`src/rtl/fir_pkg.sv`:
```
// fir_pkg: register map, ap_ctrl bit positions and sequencer states shared by the fir control slice
package fir_pkg;
  localparam int ADDR_AP_CTRL  = 'h00;
  localparam int ADDR_LEN      = 'h10;
  localparam int ADDR_TAP_BASE = 'h20;
  localparam int AP_START_BIT  = 0;
  localparam int AP_DONE_BIT   = 1;
  localparam int AP_IDLE_BIT   = 2;
  typedef enum logic {S_IDLE, S_RUN} fir_state_e;
endpackage

```
`src/rtl/fir_axil_if.sv`:
```
// fir_axil_if: AXI-lite AW/W/AR/R handshake timing with write address/data and read address capture
// ports: axis_clk/axis_rst_n clock and sync active-low reset; AW/W/AR/R host channel signals;
//        ar_hold delays a read acceptance by one cycle; wr_take flags that awready/wready rise next cycle;
//        wr_addr/wr_data/rd_addr hold the captured request during its ready cycle
module fir_axil_if
  import fir_pkg::*;
#(
  parameter int pADDR_WIDTH = 12,
  parameter int pDATA_WIDTH = 32
) (
  input  logic                   axis_clk,
  input  logic                   axis_rst_n,
  input  logic                   awvalid,
  input  logic [pADDR_WIDTH-1:0] awaddr,
  input  logic                   wvalid,
  input  logic [pDATA_WIDTH-1:0] wdata,
  input  logic                   arvalid,
  input  logic [pADDR_WIDTH-1:0] araddr,
  input  logic                   rready,
  input  logic                   ar_hold,
  output logic                   awready,
  output logic                   wready,
  output logic                   arready,
  output logic                   rvalid,
  output logic                   wr_take,
  output logic [pADDR_WIDTH-1:0] wr_addr,
  output logic [pDATA_WIDTH-1:0] wr_data,
  output logic [pADDR_WIDTH-1:0] rd_addr
);
  logic awready_q, awready_d, arready_q, arready_d, rvalid_q, rvalid_d;
  logic [pADDR_WIDTH-1:0] wr_addr_q, wr_addr_d, rd_addr_q, rd_addr_d;
  logic [pDATA_WIDTH-1:0] wr_data_q, wr_data_d;
  always_comb begin
    awready_d = awvalid && wvalid && !awready_q;
    arready_d = arvalid && !rvalid_q && !arready_q && !ar_hold;
    rvalid_d  = arready_q || (rvalid_q && !rready);
    wr_addr_d = awready_d ? awaddr : wr_addr_q;
    wr_data_d = awready_d ? wdata : wr_data_q;
    rd_addr_d = arready_d ? araddr : rd_addr_q;
  end
  always_ff @(posedge axis_clk) begin
    if (!axis_rst_n) begin
      awready_q <= 1'b0;
      arready_q <= 1'b0;
      rvalid_q  <= 1'b0;
      wr_addr_q <= '0;
      wr_data_q <= '0;
      rd_addr_q <= '0;
    end else begin
      awready_q <= awready_d;
      arready_q <= arready_d;
      rvalid_q  <= rvalid_d;
      wr_addr_q <= wr_addr_d;
      wr_data_q <= wr_data_d;
      rd_addr_q <= rd_addr_d;
    end
  end
  assign awready = awready_q;
  assign wready  = awready_q;
  assign arready = arready_q;
  assign rvalid  = rvalid_q;
  assign wr_take = awready_d;
  assign wr_addr = wr_addr_q;
  assign wr_data = wr_data_q;
  assign rd_addr = rd_addr_q;
endmodule

```
`src/rtl/fir_ctrl.sv`:
```
// fir_ctrl: AXI-lite register decode, ap_start/ap_done/ap_idle sequencer and tap-RAM port arbiter for the fir engine
// ports: axis_clk/axis_rst_n clock and sync active-low reset; AXI-lite AW/W/AR/R host channels (no B);
//        tap_* single tap-RAM port (tap_Do has 1-cycle latency); eng_tap_EN/eng_tap_A engine tap reads;
//        ap_start_o launch pulse, data_length_o sample count, eng_done completion pulse from the engine
module fir_ctrl
  import fir_pkg::*;
#(
  parameter int pADDR_WIDTH = 12,
  parameter int pDATA_WIDTH = 32,
  parameter int Tape_Num    = 11
) (
  input  logic                   axis_clk,
  input  logic                   axis_rst_n,
  input  logic                   awvalid,
  output logic                   awready,
  input  logic [pADDR_WIDTH-1:0] awaddr,
  input  logic                   wvalid,
  output logic                   wready,
  input  logic [pDATA_WIDTH-1:0] wdata,
  input  logic                   arvalid,
  output logic                   arready,
  input  logic [pADDR_WIDTH-1:0] araddr,
  output logic                   rvalid,
  input  logic                   rready,
  output logic [pDATA_WIDTH-1:0] rdata,
  output logic [3:0]             tap_WE,
  output logic                   tap_EN,
  output logic [pDATA_WIDTH-1:0] tap_Di,
  output logic [pADDR_WIDTH-1:0] tap_A,
  input  logic [pDATA_WIDTH-1:0] tap_Do,
  input  logic                   eng_tap_EN,
  input  logic [pADDR_WIDTH-1:0] eng_tap_A,
  output logic                   ap_start_o,
  output logic [pDATA_WIDTH-1:0] data_length_o,
  input  logic                   eng_done
);
  localparam logic [pADDR_WIDTH-1:0] A_CTRL = pADDR_WIDTH'(ADDR_AP_CTRL);
  localparam logic [pADDR_WIDTH-1:0] A_LEN  = pADDR_WIDTH'(ADDR_LEN);
  localparam logic [pADDR_WIDTH-1:0] TAP_LO = pADDR_WIDTH'(ADDR_TAP_BASE);
  localparam logic [pADDR_WIDTH-1:0] TAP_HI = pADDR_WIDTH'(ADDR_TAP_BASE + 4 * Tape_Num);

  function automatic logic is_tap(input logic [pADDR_WIDTH-1:0] a);
    return a >= TAP_LO && a < TAP_HI && a[1:0] == 2'b00;
  endfunction

  logic wr_take, ar_hold;
  logic [pADDR_WIDTH-1:0] wr_addr, rd_addr;
  logic [pDATA_WIDTH-1:0] wr_data;

  fir_axil_if #(
    .pADDR_WIDTH(pADDR_WIDTH),
    .pDATA_WIDTH(pDATA_WIDTH)
  ) u_axil (
    .axis_clk  (axis_clk),
    .axis_rst_n(axis_rst_n),
    .awvalid   (awvalid),
    .awaddr    (awaddr),
    .wvalid    (wvalid),
    .wdata     (wdata),
    .arvalid   (arvalid),
    .araddr    (araddr),
    .rready    (rready),
    .ar_hold   (ar_hold),
    .awready   (awready),
    .wready    (wready),
    .arready   (arready),
    .rvalid    (rvalid),
    .wr_take   (wr_take),
    .wr_addr   (wr_addr),
    .wr_data   (wr_data),
    .rd_addr   (rd_addr)
  );

  fir_state_e state_q, state_d;
  logic ap_done_q, ap_done_d, start_q, start_d, rtap_q, rtap_d, rctrl_q, rctrl_d;
  logic [pDATA_WIDTH-1:0] len_q, len_d, rdata_q, rdata_d, ctrl_val, reg_val;
  logic idle, start, wr_len, wr_tap, rd_tap, done_evt;

  // Deciding from the live addresses (not the FSM state) keeps the two tap accesses apart even
  // if the engine finishes between the accept decision and the ready cycle.
  assign ar_hold = wr_take && is_tap(awaddr) && is_tap(araddr);

  always_comb begin
    idle     = state_q == S_IDLE;
    done_evt = !idle && eng_done;
    start    = awready && wr_addr == A_CTRL && wr_data[AP_START_BIT] && idle;
    wr_len   = awready && wr_addr == A_LEN && idle;
    wr_tap   = awready && is_tap(wr_addr) && idle;
    rd_tap   = arready && is_tap(rd_addr) && idle;
    ctrl_val = '0;
    ctrl_val[AP_DONE_BIT] = ap_done_q;
    ctrl_val[AP_IDLE_BIT] = idle;
    reg_val  = rd_addr == A_CTRL ? ctrl_val :
               rd_addr == A_LEN ? len_q :
               (is_tap(rd_addr) && !idle) ? '1 : '0;
    state_d   = start ? S_RUN : done_evt ? S_IDLE : state_q;
    ap_done_d = done_evt || (ap_done_q && !start && !(rvalid && rready && rctrl_q));
    start_d   = start;
    len_d     = wr_len ? wr_data : len_q;
    rtap_d    = rd_tap;
    rctrl_d   = arready ? rd_addr == A_CTRL : rctrl_q;
    // tap_Do is only valid in the first rvalid cycle; latch it so rdata holds until rready
    rdata_d   = arready ? reg_val : rtap_q ? tap_Do : rdata_q;
    tap_EN    = idle ? (wr_tap || rd_tap) : eng_tap_EN;
    tap_WE    = wr_tap ? 4'hF : 4'h0;
    tap_A     = !idle ? eng_tap_A : (wr_tap ? wr_addr : rd_addr) - TAP_LO;
    tap_Di    = wr_data;
  end

  always_ff @(posedge axis_clk) begin
    if (!axis_rst_n) begin
      state_q   <= S_IDLE;
      ap_done_q <= 1'b0;
      start_q   <= 1'b0;
      len_q     <= '0;
      rtap_q    <= 1'b0;
      rctrl_q   <= 1'b0;
      rdata_q   <= '0;
    end else begin
      state_q   <= state_d;
      ap_done_q <= ap_done_d;
      start_q   <= start_d;
      len_q     <= len_d;
      rtap_q    <= rtap_d;
      rctrl_q   <= rctrl_d;
      rdata_q   <= rdata_d;
    end
  end

  assign rdata         = rtap_q ? tap_Do : rdata_q;
  assign ap_start_o    = start_q;
  assign data_length_o = len_q;
endmodule

```
`config.mk`:
```
export PLATFORM = sky130hd
export DESIGN_NAME = fir_ctrl
export DESIGN_NICKNAME = d
export VERILOG_FILES = /design/src/rtl/fir_pkg.sv /design/src/rtl/fir_axil_if.sv /design/src/rtl/fir_ctrl.sv
export SDC_FILE = /design/constraint.sdc
export NUM_CORES = 1
export LEC_CHECK = 0
export CAP_MARGIN = 25
export CORE_UTILIZATION = 41
export DETAILED_ROUTE_END_ITERATION = 8
export GPL_ROUTABILITY_DRIVEN = 0
export PLACE_DENSITY = 0.83
export SETUP_SLACK_MARGIN = 0.5
export SLEW_MARGIN = 10
export SYNTH_ARGS = -nofsm -noshare
export SYNTH_HDL_FRONTEND = slang
export SYNTH_HIERARCHICAL = 1
export SYNTH_SLANG_ARGS = --single-unit
```
`constraint.sdc`:
```
create_clock -name axis_clk -period 2.75 [get_ports axis_clk]
set_input_delay 0.55 -clock axis_clk [delete_from_list [all_inputs] [get_ports axis_clk]]
set_output_delay 0.55 -clock axis_clk [all_outputs]
set_load 0.02 [all_outputs]
```
==> results.json <==
{
  "dieArea_um2": 15900,
  "ant_nets": 0,
  "htreeDepth": 4,
  "worst_pin_slew_ns": 0.755,
  "layout_setup_ws_ns": -0.260,
  "synth_area_um2": 6320,
  "wl_per_cell_um": 17.6,
  "diodes": 0,
  "syn_inst": 699,
  "synth_warnings": 6,
  "rsz0062_at_grt": "true",
  "clkTransAtPathRegs_ns": 0.06,
  "cts_sinks": 128,
  "chipWidth_um": 126,
  "yosysTopAreaCellShare_pct": 40.5,
  "setup_tns_ns": -0.662,
  "nets": 1042,
  "start_kind": "flop",
  "fmax_ghz": 0.332,
  "p_leak_nw": 3.68,
  "dp_hpwl_um": 13700,
  "synthFlopType": "dfxtp_1",
  "die_height_um": 126,
  "io_pins": 226,
  "critPathMaxFanout": 3,
  "slew_violations": 0,
  "portBuffers": 225,
  "grt_pass1_vias": 5746,
  "ys_seq_area_share_pct": 40.5,
  "drc": 0,
  "drtIter0Drc": 390,
  "start_util_pct": 41.7,
  "synth_area_leaders": "dfxtp_1 41%, mux2i_1 14%, nand2_1 13%",
  "grt_first_pass_wirelength_um": 30800,
  "synth_cell_types": 52,
  "wl_um": 19900,
  "dpl.cell_count": 1080,
  "synthArstFlopShare_pct": 0,
  "min_period_ns": 3.01,
  "grtUsageTotal_pct": 24.9,
  "crit_arrival_ns": 2.46,
  "core-area_um2": 15100,
  "grt_max_degree": 185,
  "gr-total-overflow": 0,
  "hold_viol": 0,
  "setup_viol": 3,
  "dr.pass1.iters": 5,
  "powerDensity_nw_per_um2": 532,
  "root_buffer": "clkbuf_16",
  "syn_nets": 808,
  "slew_headroom_pct": 49.7,
  "cap_violations": 0,
  "drive_above_1_share_pct": 22.5,
  "critPathRequiredTime_ns": 2.20,
  "fin_cells": 1134,
  "grt_antenna_before_repair": 0,
  "hold_buffers": 0,
  "dr_total_vias": 6031,
  "hold_slack_ns": 0.461,
  "cts_made_buffers": 17,
  "clk_latency_ns": 0.41,
  "hp-class": "flop to flop",
  "ir_worst_vdd_uv": 407,
  "yosysMostFrequentCell": "nand2_1",
  "rows": 45,
  "path_class": "flop to primary output",
  "finalCritPeriodShare_pct": 109,
  "synth.avg_cell_area_um2": 9.04,
  "cts_tree": "yes",
  "area_growth_pct": 51.2,
  "skew_ns": 0.00549,
  "synth_enable_flop_cells": 0,
  "status": "finished with violations",
  "ys_ff_latch": 128,
  "viasPerCell": 5.32,
  "synth_top_cell_by_area": "dfxtp_1",
  "netlist_top_cells_count": "219 x nand2_1, 128 x dfxtp_1, 91 x mux2i_1",
  "end_kind": "primary output",
  "violations": "negative setup slack",
  "cts_buffer_depth": 2
}
[layout by cell type, fill, tap and decap left out, types with 6 or more instances in the layout]
master           Yosys  layout
mux2_2              33      33
buf_6                4      11
buf_4               16      47
nand3_1              6       6
dfxtp_1            128     119
dfxtp_2              0       7
o21ai_2             29      30
dlygate4sd2_1        0      21
clkinvlp_4           0       6
a32oi_1             31      31
nand2_1            219     217
inv_1               11      10
clkbuf_16            0      17
mux2i_1             91      91
o21ai_0             10       6
clkdlybuf4s50_1      0     175
nor2_1               9       7
buf_2               16      15
[cell families after synthesis]
kind of cell / after synthesis / synth area share [%]
AOI/OAI and AO/OA: 99 / 12.9
xor gates and xnor gates: 1 / 0.139
adders and majority gates: 1 / 0.198
buffers and inverters: 74 / 6.91
DFF: 128 / 40.5
muxes: 125 / 20.5
and+or+nand+nor: 271 / 18.9
[stage by stage]
stage / util [%] / setup slack (ns) / instance area (µm²) / total power [W]
floorplan: - / 0.345 / 6390 / 0.00243
global placement: 57.7 / -0.164 / 8740 / 0.00277
detailed placement: 57.7 / -0.204 / 8740 / 0.00278
CTS: 62.3 / -0.242 / 9440 / 0.00509
global route: 63.1 / -0.375 / 9560 / 0.00527
finish: 63.1 / -0.260 / 9560 / 0.00509
[critical path, cell delays in order, from the launching register on]
cell	delay (ns)
dfxtp_2	0.33
nor3_4	0.19
and4_4	0.26
nand2_4	0.07
mux2i_1	0.12
ha_2	0.21
buf_4	0.14
buf_4	0.13
a221oi_2	0.27
o311ai_2	0.15
buf_4	0.18
[worst paths after layout]
path	startpoint	endpoint	slack, ns	depth (start not counted)
worst max-delay path	u_axil/wr_addr[10]	tap_A[9]	-0.26	10
worst min-delay path	u_axil/wr_addr[9]	u_axil/wr_addr[9]	0.46	2
worst max register to register	u_axil/rd_addr[8]	rdata_q[0]	0.59	5
worst min register to register	u_axil/wr_addr[9]	u_axil/wr_addr[9]	0.46	2
[metal layers]
layer | global-route usage (%) | wire, µm | vias to the layer above
li1 | - | - | 2908
met1 | 32.9 | 8830 | 2839
met2 | 38.0 | 9210 | 234
met3 | 4.59 | 1120 | 50
met4 | 15.0 | 782 | 0
met5 | 0 | 0 | -
[layout make-up]
| type | count | area (µm²) |
|---|---|---|
| fill | 1226 | 5590 |
| multi-input combinational | 498 | 3450 |
| timing repair buffer | 277 | 2640 |
| sequential | 128 | 2580 |
| clock buffer | 18 | 439 |
| tap | 188 | 235 |
| clock inverter | 14 | 165 |
| inverter | 11 | 45.0 |
[state kept, by name (all words and copies together), names as in the netlist, 12 cells and up]
signal and cells:
data_length_o 32, rdata_q 32, u_axil/wr_data 32, u_axil/rd_addr 12, u_axil/wr_addr 12
[what timing repair did]
item / in CTS / in global routing
pin swaps: 9 / 7
setup buffers: 7 / 13
cloned: 2 / 0
resized for setup: 165 / 26
setup endpoints to repair: 50 / 39
[report_power, final]
part	switching, W	internal, W
Clock	0.000852	0.00144
Sequential	0.0000467	0.00191
Combinational	0.000427	0.000409
Total	0.00133	0.00376
No activity file was read; power rests on OpenSTA's default activity.
